## src/rtl/alu_op_sequencer_if.sv

```systemverilog
// Request/response handshake and ALU datapath bundle for alu_op_sequencer.
// The sequencer takes the slave view; dispatch plus the ALU take the master view.
interface alu_op_sequencer_if #(
   parameter int DATA_WIDTH = 16
);
   logic                  req_valid;
   logic                  req_ready;
   logic [3:0]            req_op;
   logic [DATA_WIDTH-1:0] req_a;
   logic [DATA_WIDTH-1:0] req_b;

   logic                  rsp_valid;
   logic                  rsp_ready;
   logic [DATA_WIDTH-1:0] rsp_data;
   logic                  rsp_cout;
   logic                  rsp_err;

   logic [DATA_WIDTH-1:0] alu_a;
   logic [DATA_WIDTH-1:0] alu_b;
   logic [7:0]            alu_ctrl;
   logic                  alu_cin;
   logic                  alu_out_en;
   logic [DATA_WIDTH-1:0] alu_out;
   logic                  alu_cout;

   modport slave (
      input  req_valid, req_op, req_a, req_b, rsp_ready, alu_out, alu_cout,
      output req_ready, rsp_valid, rsp_data, rsp_cout, rsp_err,
             alu_a, alu_b, alu_ctrl, alu_cin, alu_out_en
   );

   modport master (
      output req_valid, req_op, req_a, req_b, rsp_ready, alu_out, alu_cout,
      input  req_ready, rsp_valid, rsp_data, rsp_cout, rsp_err,
             alu_a, alu_b, alu_ctrl, alu_cin, alu_out_en
   );
endinterface

```

## src/rtl/alu_op_sequencer.sv

```systemverilog
// Issue-side controller for a combinational ALU: opcode decode, persistent carry
// flag for ADC, and a DATA_WIDTH-cycle shift-add multiply through the ALU adder.
module alu_op_sequencer #(
   parameter int DATA_WIDTH = 16
) (
   input  logic               clk,
   input  logic               reset_n,
   alu_op_sequencer_if.slave  bus
);
   localparam int CW = (DATA_WIDTH > 1) ? $clog2(DATA_WIDTH) : 1;

   localparam logic [3:0] OP_ADD  = 4'd0;
   localparam logic [3:0] OP_SUB  = 4'd1;
   localparam logic [3:0] OP_ADC  = 4'd2;
   localparam logic [3:0] OP_AND  = 4'd3;
   localparam logic [3:0] OP_OR   = 4'd4;
   localparam logic [3:0] OP_XOR  = 4'd5;
   localparam logic [3:0] OP_NOT  = 4'd6;
   localparam logic [3:0] OP_NAND = 4'd7;
   localparam logic [3:0] OP_MUL  = 4'd8;

   localparam logic [7:0] CTRL_ADD  = 8'h2C;
   localparam logic [7:0] CTRL_SUB  = 8'hAC;
   localparam logic [7:0] CTRL_AND  = 8'h22;
   localparam logic [7:0] CTRL_OR   = 8'h32;
   localparam logic [7:0] CTRL_XOR  = 8'h12;
   localparam logic [7:0] CTRL_NOT  = 8'h52;
   localparam logic [7:0] CTRL_NAND = 8'h23;

   typedef enum logic [2:0] {
      S_IDLE,
      S_EXEC,
      S_MUL,
      S_ERR,
      S_RESP
   } state_t;

   state_t                state_q, state_d;
   logic [3:0]            op_q, op_d;
   logic [DATA_WIDTH-1:0] a_q, a_d;
   logic [DATA_WIDTH-1:0] b_q, b_d;
   logic [DATA_WIDTH-1:0] acc_q, acc_d;
   logic [CW-1:0]         cnt_q, cnt_d;
   logic                  carry_q, carry_d;
   logic [DATA_WIDTH-1:0] rsp_data_q, rsp_data_d;
   logic                  rsp_cout_q, rsp_cout_d;
   logic                  rsp_err_q, rsp_err_d;

   logic [DATA_WIDTH-1:0] alu_a_c;
   logic [DATA_WIDTH-1:0] alu_b_c;
   logic [7:0]            alu_ctrl_c;
   logic                  alu_cin_c;
   logic                  alu_out_en_c;
   logic                  is_add_op;

   assign is_add_op = (op_q == OP_ADD) || (op_q == OP_SUB) || (op_q == OP_ADC);

   always_ff @(posedge clk) begin
      if (!reset_n) begin
         state_q    <= S_IDLE;
         op_q       <= '0;
         a_q        <= '0;
         b_q        <= '0;
         acc_q      <= '0;
         cnt_q      <= '0;
         carry_q    <= 1'b0;
         rsp_data_q <= '0;
         rsp_cout_q <= 1'b0;
         rsp_err_q  <= 1'b0;
      end else begin
         state_q    <= state_d;
         op_q       <= op_d;
         a_q        <= a_d;
         b_q        <= b_d;
         acc_q      <= acc_d;
         cnt_q      <= cnt_d;
         carry_q    <= carry_d;
         rsp_data_q <= rsp_data_d;
         rsp_cout_q <= rsp_cout_d;
         rsp_err_q  <= rsp_err_d;
      end
   end

   // During MUL, a_q holds the shifting multiplicand and b_q the shifting multiplier.
   always_comb begin
      state_d    = state_q;
      op_d       = op_q;
      a_d        = a_q;
      b_d        = b_q;
      acc_d      = acc_q;
      cnt_d      = cnt_q;
      carry_d    = carry_q;
      rsp_data_d = rsp_data_q;
      rsp_cout_d = rsp_cout_q;
      rsp_err_d  = rsp_err_q;

      unique case (state_q)
         S_IDLE: begin
            if (bus.req_valid) begin
               op_d  = bus.req_op;
               a_d   = bus.req_a;
               b_d   = bus.req_b;
               acc_d = '0;
               cnt_d = '0;
               if (bus.req_op <= OP_NAND) begin
                  state_d = S_EXEC;
               end else if (bus.req_op == OP_MUL) begin
                  state_d = S_MUL;
               end else begin
                  state_d = S_ERR;
               end
            end
         end
         S_EXEC: begin
            rsp_data_d = bus.alu_out;
            rsp_err_d  = 1'b0;
            if (is_add_op) begin
               rsp_cout_d = bus.alu_cout;
               carry_d    = bus.alu_cout;
            end else begin
               rsp_cout_d = 1'b0;
            end
            state_d = S_RESP;
         end
         S_MUL: begin
            acc_d = bus.alu_out;
            a_d   = a_q << 1;
            b_d   = b_q >> 1;
            cnt_d = cnt_q + CW'(1);
            if (cnt_q == CW'(DATA_WIDTH - 1)) begin
               rsp_data_d = bus.alu_out;
               rsp_cout_d = 1'b0;
               rsp_err_d  = 1'b0;
               state_d    = S_RESP;
            end
         end
         S_ERR: begin
            rsp_data_d = '0;
            rsp_cout_d = 1'b0;
            rsp_err_d  = 1'b1;
            state_d    = S_RESP;
         end
         S_RESP: begin
            if (bus.rsp_ready) begin
               state_d = S_IDLE;
            end
         end
         default: begin
            state_d = S_IDLE;
         end
      endcase
   end

   // The ALU bus is only driven in EXEC/MUL; everywhere else it rests at zero.
   always_comb begin
      alu_a_c      = '0;
      alu_b_c      = '0;
      alu_ctrl_c   = '0;
      alu_cin_c    = 1'b0;
      alu_out_en_c = 1'b0;

      if (state_q == S_EXEC) begin
         alu_out_en_c = 1'b1;
         alu_a_c      = a_q;
         alu_b_c      = b_q;
         unique case (op_q)
            OP_ADD:  alu_ctrl_c = CTRL_ADD;
            OP_SUB: begin
               alu_a_c    = b_q;
               alu_b_c    = a_q;
               alu_ctrl_c = CTRL_SUB;
            end
            OP_ADC: begin
               alu_ctrl_c = CTRL_ADD;
               alu_cin_c  = carry_q;
            end
            OP_AND:  alu_ctrl_c = CTRL_AND;
            OP_OR:   alu_ctrl_c = CTRL_OR;
            OP_XOR:  alu_ctrl_c = CTRL_XOR;
            OP_NOT: begin
               alu_b_c    = '0;
               alu_ctrl_c = CTRL_NOT;
            end
            OP_NAND: alu_ctrl_c = CTRL_NAND;
            default: begin
               alu_out_en_c = 1'b0;
               alu_a_c      = '0;
               alu_b_c      = '0;
            end
         endcase
      end else if (state_q == S_MUL) begin
         alu_out_en_c = 1'b1;
         alu_a_c      = acc_q;
         alu_b_c      = b_q[0] ? a_q : '0;
         alu_ctrl_c   = CTRL_ADD;
      end
   end

   assign bus.req_ready  = (state_q == S_IDLE);
   assign bus.rsp_valid  = (state_q == S_RESP);
   assign bus.rsp_data   = rsp_data_q;
   assign bus.rsp_cout   = rsp_cout_q;
   assign bus.rsp_err    = rsp_err_q;
   assign bus.alu_a      = alu_a_c;
   assign bus.alu_b      = alu_b_c;
   assign bus.alu_ctrl   = alu_ctrl_c;
   assign bus.alu_cin    = alu_cin_c;
   assign bus.alu_out_en = alu_out_en_c;
endmodule

```

## src/flat_wrapper.sv

```systemverilog
// flat-port wrapper written by rule: the top's interface ports become plain ports
module alu_op_sequencer_flat 
#(
   parameter int DATA_WIDTH = 16
)
  (clk, reset_n, bus_req_valid, bus_req_op, bus_req_a, bus_req_b, bus_rsp_ready, bus_alu_out, bus_alu_cout, bus_req_ready, bus_rsp_valid, bus_rsp_data, bus_rsp_cout, bus_rsp_err, bus_alu_a, bus_alu_b, bus_alu_ctrl, bus_alu_cin, bus_alu_out_en);
  alu_op_sequencer_if #(.DATA_WIDTH(DATA_WIDTH)) bus_i ();
  input  logic clk;
  input  logic reset_n;
  input wire logic [$bits(bus_i.req_valid)-1:0] bus_req_valid;
  input wire logic [$bits(bus_i.req_op)-1:0] bus_req_op;
  input wire logic [$bits(bus_i.req_a)-1:0] bus_req_a;
  input wire logic [$bits(bus_i.req_b)-1:0] bus_req_b;
  input wire logic [$bits(bus_i.rsp_ready)-1:0] bus_rsp_ready;
  input wire logic [$bits(bus_i.alu_out)-1:0] bus_alu_out;
  input wire logic [$bits(bus_i.alu_cout)-1:0] bus_alu_cout;
  output wire logic [$bits(bus_i.req_ready)-1:0] bus_req_ready;
  output wire logic [$bits(bus_i.rsp_valid)-1:0] bus_rsp_valid;
  output wire logic [$bits(bus_i.rsp_data)-1:0] bus_rsp_data;
  output wire logic [$bits(bus_i.rsp_cout)-1:0] bus_rsp_cout;
  output wire logic [$bits(bus_i.rsp_err)-1:0] bus_rsp_err;
  output wire logic [$bits(bus_i.alu_a)-1:0] bus_alu_a;
  output wire logic [$bits(bus_i.alu_b)-1:0] bus_alu_b;
  output wire logic [$bits(bus_i.alu_ctrl)-1:0] bus_alu_ctrl;
  output wire logic [$bits(bus_i.alu_cin)-1:0] bus_alu_cin;
  output wire logic [$bits(bus_i.alu_out_en)-1:0] bus_alu_out_en;
  assign bus_i.req_valid = bus_req_valid;
  assign bus_i.req_op = bus_req_op;
  assign bus_i.req_a = bus_req_a;
  assign bus_i.req_b = bus_req_b;
  assign bus_i.rsp_ready = bus_rsp_ready;
  assign bus_i.alu_out = bus_alu_out;
  assign bus_i.alu_cout = bus_alu_cout;
  assign bus_req_ready = bus_i.req_ready;
  assign bus_rsp_valid = bus_i.rsp_valid;
  assign bus_rsp_data = bus_i.rsp_data;
  assign bus_rsp_cout = bus_i.rsp_cout;
  assign bus_rsp_err = bus_i.rsp_err;
  assign bus_alu_a = bus_i.alu_a;
  assign bus_alu_b = bus_i.alu_b;
  assign bus_alu_ctrl = bus_i.alu_ctrl;
  assign bus_alu_cin = bus_i.alu_cin;
  assign bus_alu_out_en = bus_i.alu_out_en;
  alu_op_sequencer #(.DATA_WIDTH(DATA_WIDTH)) u_core (.clk(clk), .reset_n(reset_n), .bus(bus_i));
endmodule
```

## config.mk

```make
export PLATFORM = sky130hd
export DESIGN_NAME = alu_op_sequencer_flat
export DESIGN_NICKNAME = d
export VERILOG_FILES = /design/src/rtl/alu_op_sequencer_if.sv /design/src/rtl/alu_op_sequencer.sv /design/src/flat_wrapper.sv
export SDC_FILE = /design/constraint.sdc
export NUM_CORES = 1
export LEC_CHECK = 0
export ABC_AREA = 1
export ABC_CLOCK_PERIOD_IN_PS = 2300
export CAP_MARGIN = 15
export CORE_UTILIZATION = 52
export CTS_CLUSTER_DIAMETER = 80
export DETAILED_ROUTE_END_ITERATION = 12
export PLACE_DENSITY = 0.87
export SYNTH_ARGS = -nofsm -noshare
export SYNTH_HDL_FRONTEND = slang
export SYNTH_SLANG_ARGS = --single-unit
export TNS_END_PERCENT = 5
```

## constraint.sdc

```tcl
create_clock -name clk -period 2.3 [get_ports clk]
set_input_delay 0.23 -clock clk [delete_from_list [all_inputs] [get_ports clk]]
set_output_delay 0.23 -clock clk [all_outputs]
set_load 0.1 [all_outputs]
```

======== Word-level counts from Yosys, hierarchy flattened ========
Index checks and enable logic that the tools add are counted.
operators by class
  $add $sub $neg .......................... 1
  $lt $le $gt $ge ......................... 1
  equal/unequal tests ..................... 16
  muxes and demuxes ....................... 35
  reduce and logical (&&, ||, !) cells .... 16
operators by type and width
  cell                                                            count
  case mux 16 bit (2 select lines)                                5
  two-way mux 16 bit                                              9
  case mux 8 bit (7 select lines)                                 1
  case mux 16 bit (3 select lines)                                1
  equality test 4 x 3 -> 1 bit, second input constant             4
  two-way mux 3 bit                                               4
  case mux 3 bit (4 select lines)                                 1
  equality test 4 x 2 -> 1 bit, second input constant             2
  equality test 4 bit, second input constant                      2
  two-way mux 1 bit                                               8
  two-way mux 8 bit                                               1
  case mux 4 bit (2 select lines)                                 1
  AND reduction 2 bit                                             4
  OR reduction 8 bit                                              1
  OR reduction 7 bit                                              1
  equality test 3 x 2 -> 1 bit, second input constant             2
  two-way mux 6 bit                                               1
  case mux 1 bit (3 select lines)                                 2
  OR reduction 6 bit                                              1
  adder 4 x 1 -> 4 bit, second input constant                     1
  equality test 4 x 1 -> 1 bit, second input constant             1
  less-or-equal comparator 4 x 3 -> 1 bit, second input constant  1
  logical NOT 4 bit                                               1
  two-way mux 4 bit                                               1
  other kinds (10)                                                13
storage, ports and cells
  flip-flop bits (word level) ............. 78
  output and inout bits ................... 62

======== Longest topological paths before layout ========
  depth after elaboration ................. 5
  depth in mapped cells ................... 9
  mapped depth without buffers ............ 8

======== Worst setup path before layout ========
Ideal clock, no wire load.
  path type ............................... flip-flop to output port
  start point ............................. register u_core.state_q[2]
  end point ............................... output port bus_alu_ctrl[4]
  arrival ................................. 2839 ps
  setup slack ............................. -769 ps
  cell stages (with the launch flop) ...... 4
  path buffers ............................ 0
  cells stage by stage .................... dfxtp_1 -> inv_1 -> nand3_2 -> nor3b_1
on the way
  word-level cells in the longest chain between the ends .. 2
ends and longest elaborated chain
  item                          RTL line                 RTL
  start, declared               alu_op_sequencer.sv:38   state_t state_q, state_d;
  start signal, assigned        alu_op_sequencer.sv:71   state_q <= state_d;
  equality test 3 x 1 -> 1 bit  alu_op_sequencer.sv:162  if (state_q == S_EXEC) begin
  two-way mux 8 bit             alu_op_sequencer.sv:162
  end, declared                 flat_wrapper.sv:24       output wire logic [$bits(bus_i.alu_ctrl)-1:0] bus_alu_ctrl;
Every way passes these cells.

======== Worst setup path in the final report ========
  start point ............................. register u_core.op_q[2]
  end point ............................... output port bus_alu_a[4]
on the way
  word-level cells in the longest chain between the ends .. 4
  elaborated cells on any way between the ends .. 11
ends and longest elaborated chain
  item                                                  RTL line                 RTL
  start, declared                                       alu_op_sequencer.sv:39   logic [3:0] op_q, op_d;
  start signal, assigned                                alu_op_sequencer.sv:72   op_q <= op_d;
  equality test 4 x 2 -> 1 bit (tied with other cells)  alu_op_sequencer.sv:166  unique case (op_q)
  OR reduction 7 bit (no source line)                   -
  case mux 16 bit (2 select lines) *                    alu_op_sequencer.sv:166
  two-way mux 16 bit *                                  alu_op_sequencer.sv:162
  end, declared                                         flat_wrapper.sv:22       output wire logic [$bits(bus_i.alu_a)-1:0] bus_alu_a;
Every way passes the cells marked *; elsewhere a longest branch is shown, timed or not.

==> reports/metrics.yaml <==
pwr:
  p_seq_frac: 0.379
  power.internal_mw: 2.39
  p_leak_nw: 2.61
  p_switching_mw: 1.89
  total_power_mw: 4.28
  peakVddDrop_mv: 0.588
  power_frac_clock: 0.224
  combPwrFrac: 0.398
  switching_share: 0.441
  pwr_density_cell_nw_per_um2: 730
grt:
  grt_pass1_vias: 4454
  overflow: 0
  grt_pass1_wl_um: 21100
  grt_antenna_before_repair: 0
  grt_max_degree: 64
  grt_use_total: 0.315
clocking:
  cts-buffers-inserted: 9
  postCtsHoldBufs: 0
  tritoncts: "built"
  clock_latency_ns: 0.36
  cts_resized: 6
  clock-root-buffer: "clkbuf_8"
  clkSinkCount: 78
  cts_setup_buffers: 0
  cts_max_path_buffers: 2
  h-tree-depth: 3
  clk_pin_slew_ns: 0.09
timing:
  finalCriticalPeriod_ns: 2.22
  drv_slew: 0
  tightestPinTransition_ns: 0.663
  fin_crit_sh: 0.965
  setup_slack_ns: 0.0800
  skew_ns: 0.0112
  finalSetupViolCount: 0
  relSlewSlack: 0.557
  hold_viol_final: 0
  rsz0062_at_grt: "true"
  clock.fmax_mhz: 450
synth:
  synth_area_sq_um: 4100
  synth_top_area_frac: 0.381
  yosysMostFrequentCell: "nand2_1"
  syn_nets: 723
  synth_common_cells: "nand2_1 (256), dfxtp_1 (78), nand3_1 (66)"
  synth_edf_count: 0
  synth_top_cell_by_area: "dfxtp_1"
  ys_async_sr_fraction: 0
  syn_area_per_cell_sq_um: 6.16
  synthCells: 665
  synth.area.top_cells: "dfxtp_1 (38%), nand2_1 (23%), nand3_1 (8.1%)"
  yosys_most_used_dff: "dfxtp_1"
  ys_ff_latch: 78
  yosysSeqAreaShare: 0.381
  yosysWarnings: 0
  synth_cell_type_count: 20
finish:
  register_area_sq_um: 1560
  nets: 822
  area_growth_pct: 43.3
  multi_input_area_sq_um: 2220
  final_cell_count_no_fill: 868
  drive_above_1_share: 0.140
  fillers: 519
  diodes: 0
placement:
  post-dp-hpwl_um: 9120
  dp_cells: 852
  io_buffers: 118
  gp_congestion: 0.884
  dp_slack_ns: 0.238
detailed_routing:
  drtIter0Drc: 572
  wirelength_um: 13200
  vias: 4890
  routed_via_density: 5.63
  drcViolationCount: 0
  avgRoutedWirePerCell_um: 15.2
  ant_nets: 0
  dr.pass1.iters: 5
critical_path:
  start_kind: "flop"
  worst-path-max-fanout: 16
  end_kind: "output pin"
  arrival_ns: 1.99
  crit_type: "reg2out"
  cp_data_required_time_ns: 2.07
floorplan:
  dieArea_sq_um: 8230
  core-area_sq_um: 7450
  pin_count: 119
  rows: 31
  die-height_um: 90.7
  start_util: 0.550
  die_w_um: 90.7
job:
  drv_cap: 0
run_status:
  status: "complete, no violations"
min_path:
  min_path_type: "in2reg"
## layer usage
metal / share of wire / up-vias / wire length (um) / GRT usage
met5: 0 / - / 0 / 0
met4: 0.031 / 0 / 411 / 0.114
met3: 0.095 / 46 / 1260 / 0.0774
met2: 0.48 / 313 / 6360 / 0.532
met1: 0.39 / 2208 / 5170 / 0.387
li1: - / 2323 / - / -
## final timing paths
check / startpoint / endpoint / slack, ns / cells after the start
worst max-delay path: u_core.op_q[2]$_SDFFE_PN0P_ / bus_alu_a[4] / 0.08 / 9
worst max register to register: u_core.state_q[0]$_SDFFE_PN0P_ / u_core.acc_q[3]$_SDFFE_PN0P_ / 0.49 / 6
worst min-delay path: bus_req_a[0] / u_core.a_q[0]$_SDFFE_PN0P_ / 0.45 / 3
worst min register to register: u_core.acc_q[2]$_SDFFE_PN0P_ / u_core.acc_q[2]$_SDFFE_PN0P_ / 0.47 / 2
## sequential cells by signal, summed over array words and instances, names as in the netlist
name,flops
u_core.b_q,16
u_core.bus.rsp_data,16
u_core.carry_q,1
u_core.a_q,16
u_core.bus.rsp_cout,1
u_core.cnt_q,4
u_core.bus.rsp_err,1
u_core.op_q,4
u_core.state_q,3
u_core.acc_q,16
## area by class of cell
class                      count  area share
clock buffer                   9      0.0211
inverter                      37      0.0254
tap                           99      0.0211
clock inverter                 7      0.0100
timing repair buffer         132       0.278
multi-input combinational    506       0.378
sequential                    78       0.266
## cells by family (layout without fill, tap and decap cells)
kind of cell	count (synthesis)	in the layout	share of synthesized area
simple gates	389	389	0.386
buf+inv	81	185	0.0862
compound gates	116	116	0.143
flops	78	78	0.381
fa+ha+maj	1	1	0.00305
## layout by cell type, fill, tap and decap left out, drive strengths merged
cell           count
nand2            256
nor3               5
buf               76
inv               38
clkbuf             9
clkinv             4
nor4               1
clkinvlp           2
a21oi             62
nand3             69
a211oi             1
dfxtp             78
ha                 1
clkdlybuf4s50     56
nor2              57
o21ai             53
nor3b              1
## critical path, cell delays in order (launching register included)
cell and delay (ns):
dfxtp_1 0.36, inv_1 0.09, nor2_1 0.17, inv_1 0.15
nand2_4 0.20, nand2_1 0.06, o21ai_0 0.12, nand2_1 0.14
nand2_1 0.14, buf_12 0.19
## per-stage QoR
step	hold WS, ns	area (sq um)	util	TNS, ns
2_1_floorplan	0.370	4100	-	-3.15
3_3_place_gp	0.451	5640	0.758	0
3_5_place_dp	0.456	5640	0.758	0
4_1_cts	0.440	5840	0.784	0
5_1_grt	0.462	5870	0.788	-0.0259
6_report	0.448	5870	0.788	0
## power by group through the flow
stage,logic (mW),registers [mW],clock network (mW)
floorplan,0.885,1.91,0
global placement,1.63,1.63,0
detailed placement,1.66,1.64,0
CTS,1.68,1.61,0.950
global route,1.80,1.63,1.02
finish,1.70,1.62,0.958
Power figures use the tool's default switching activity.
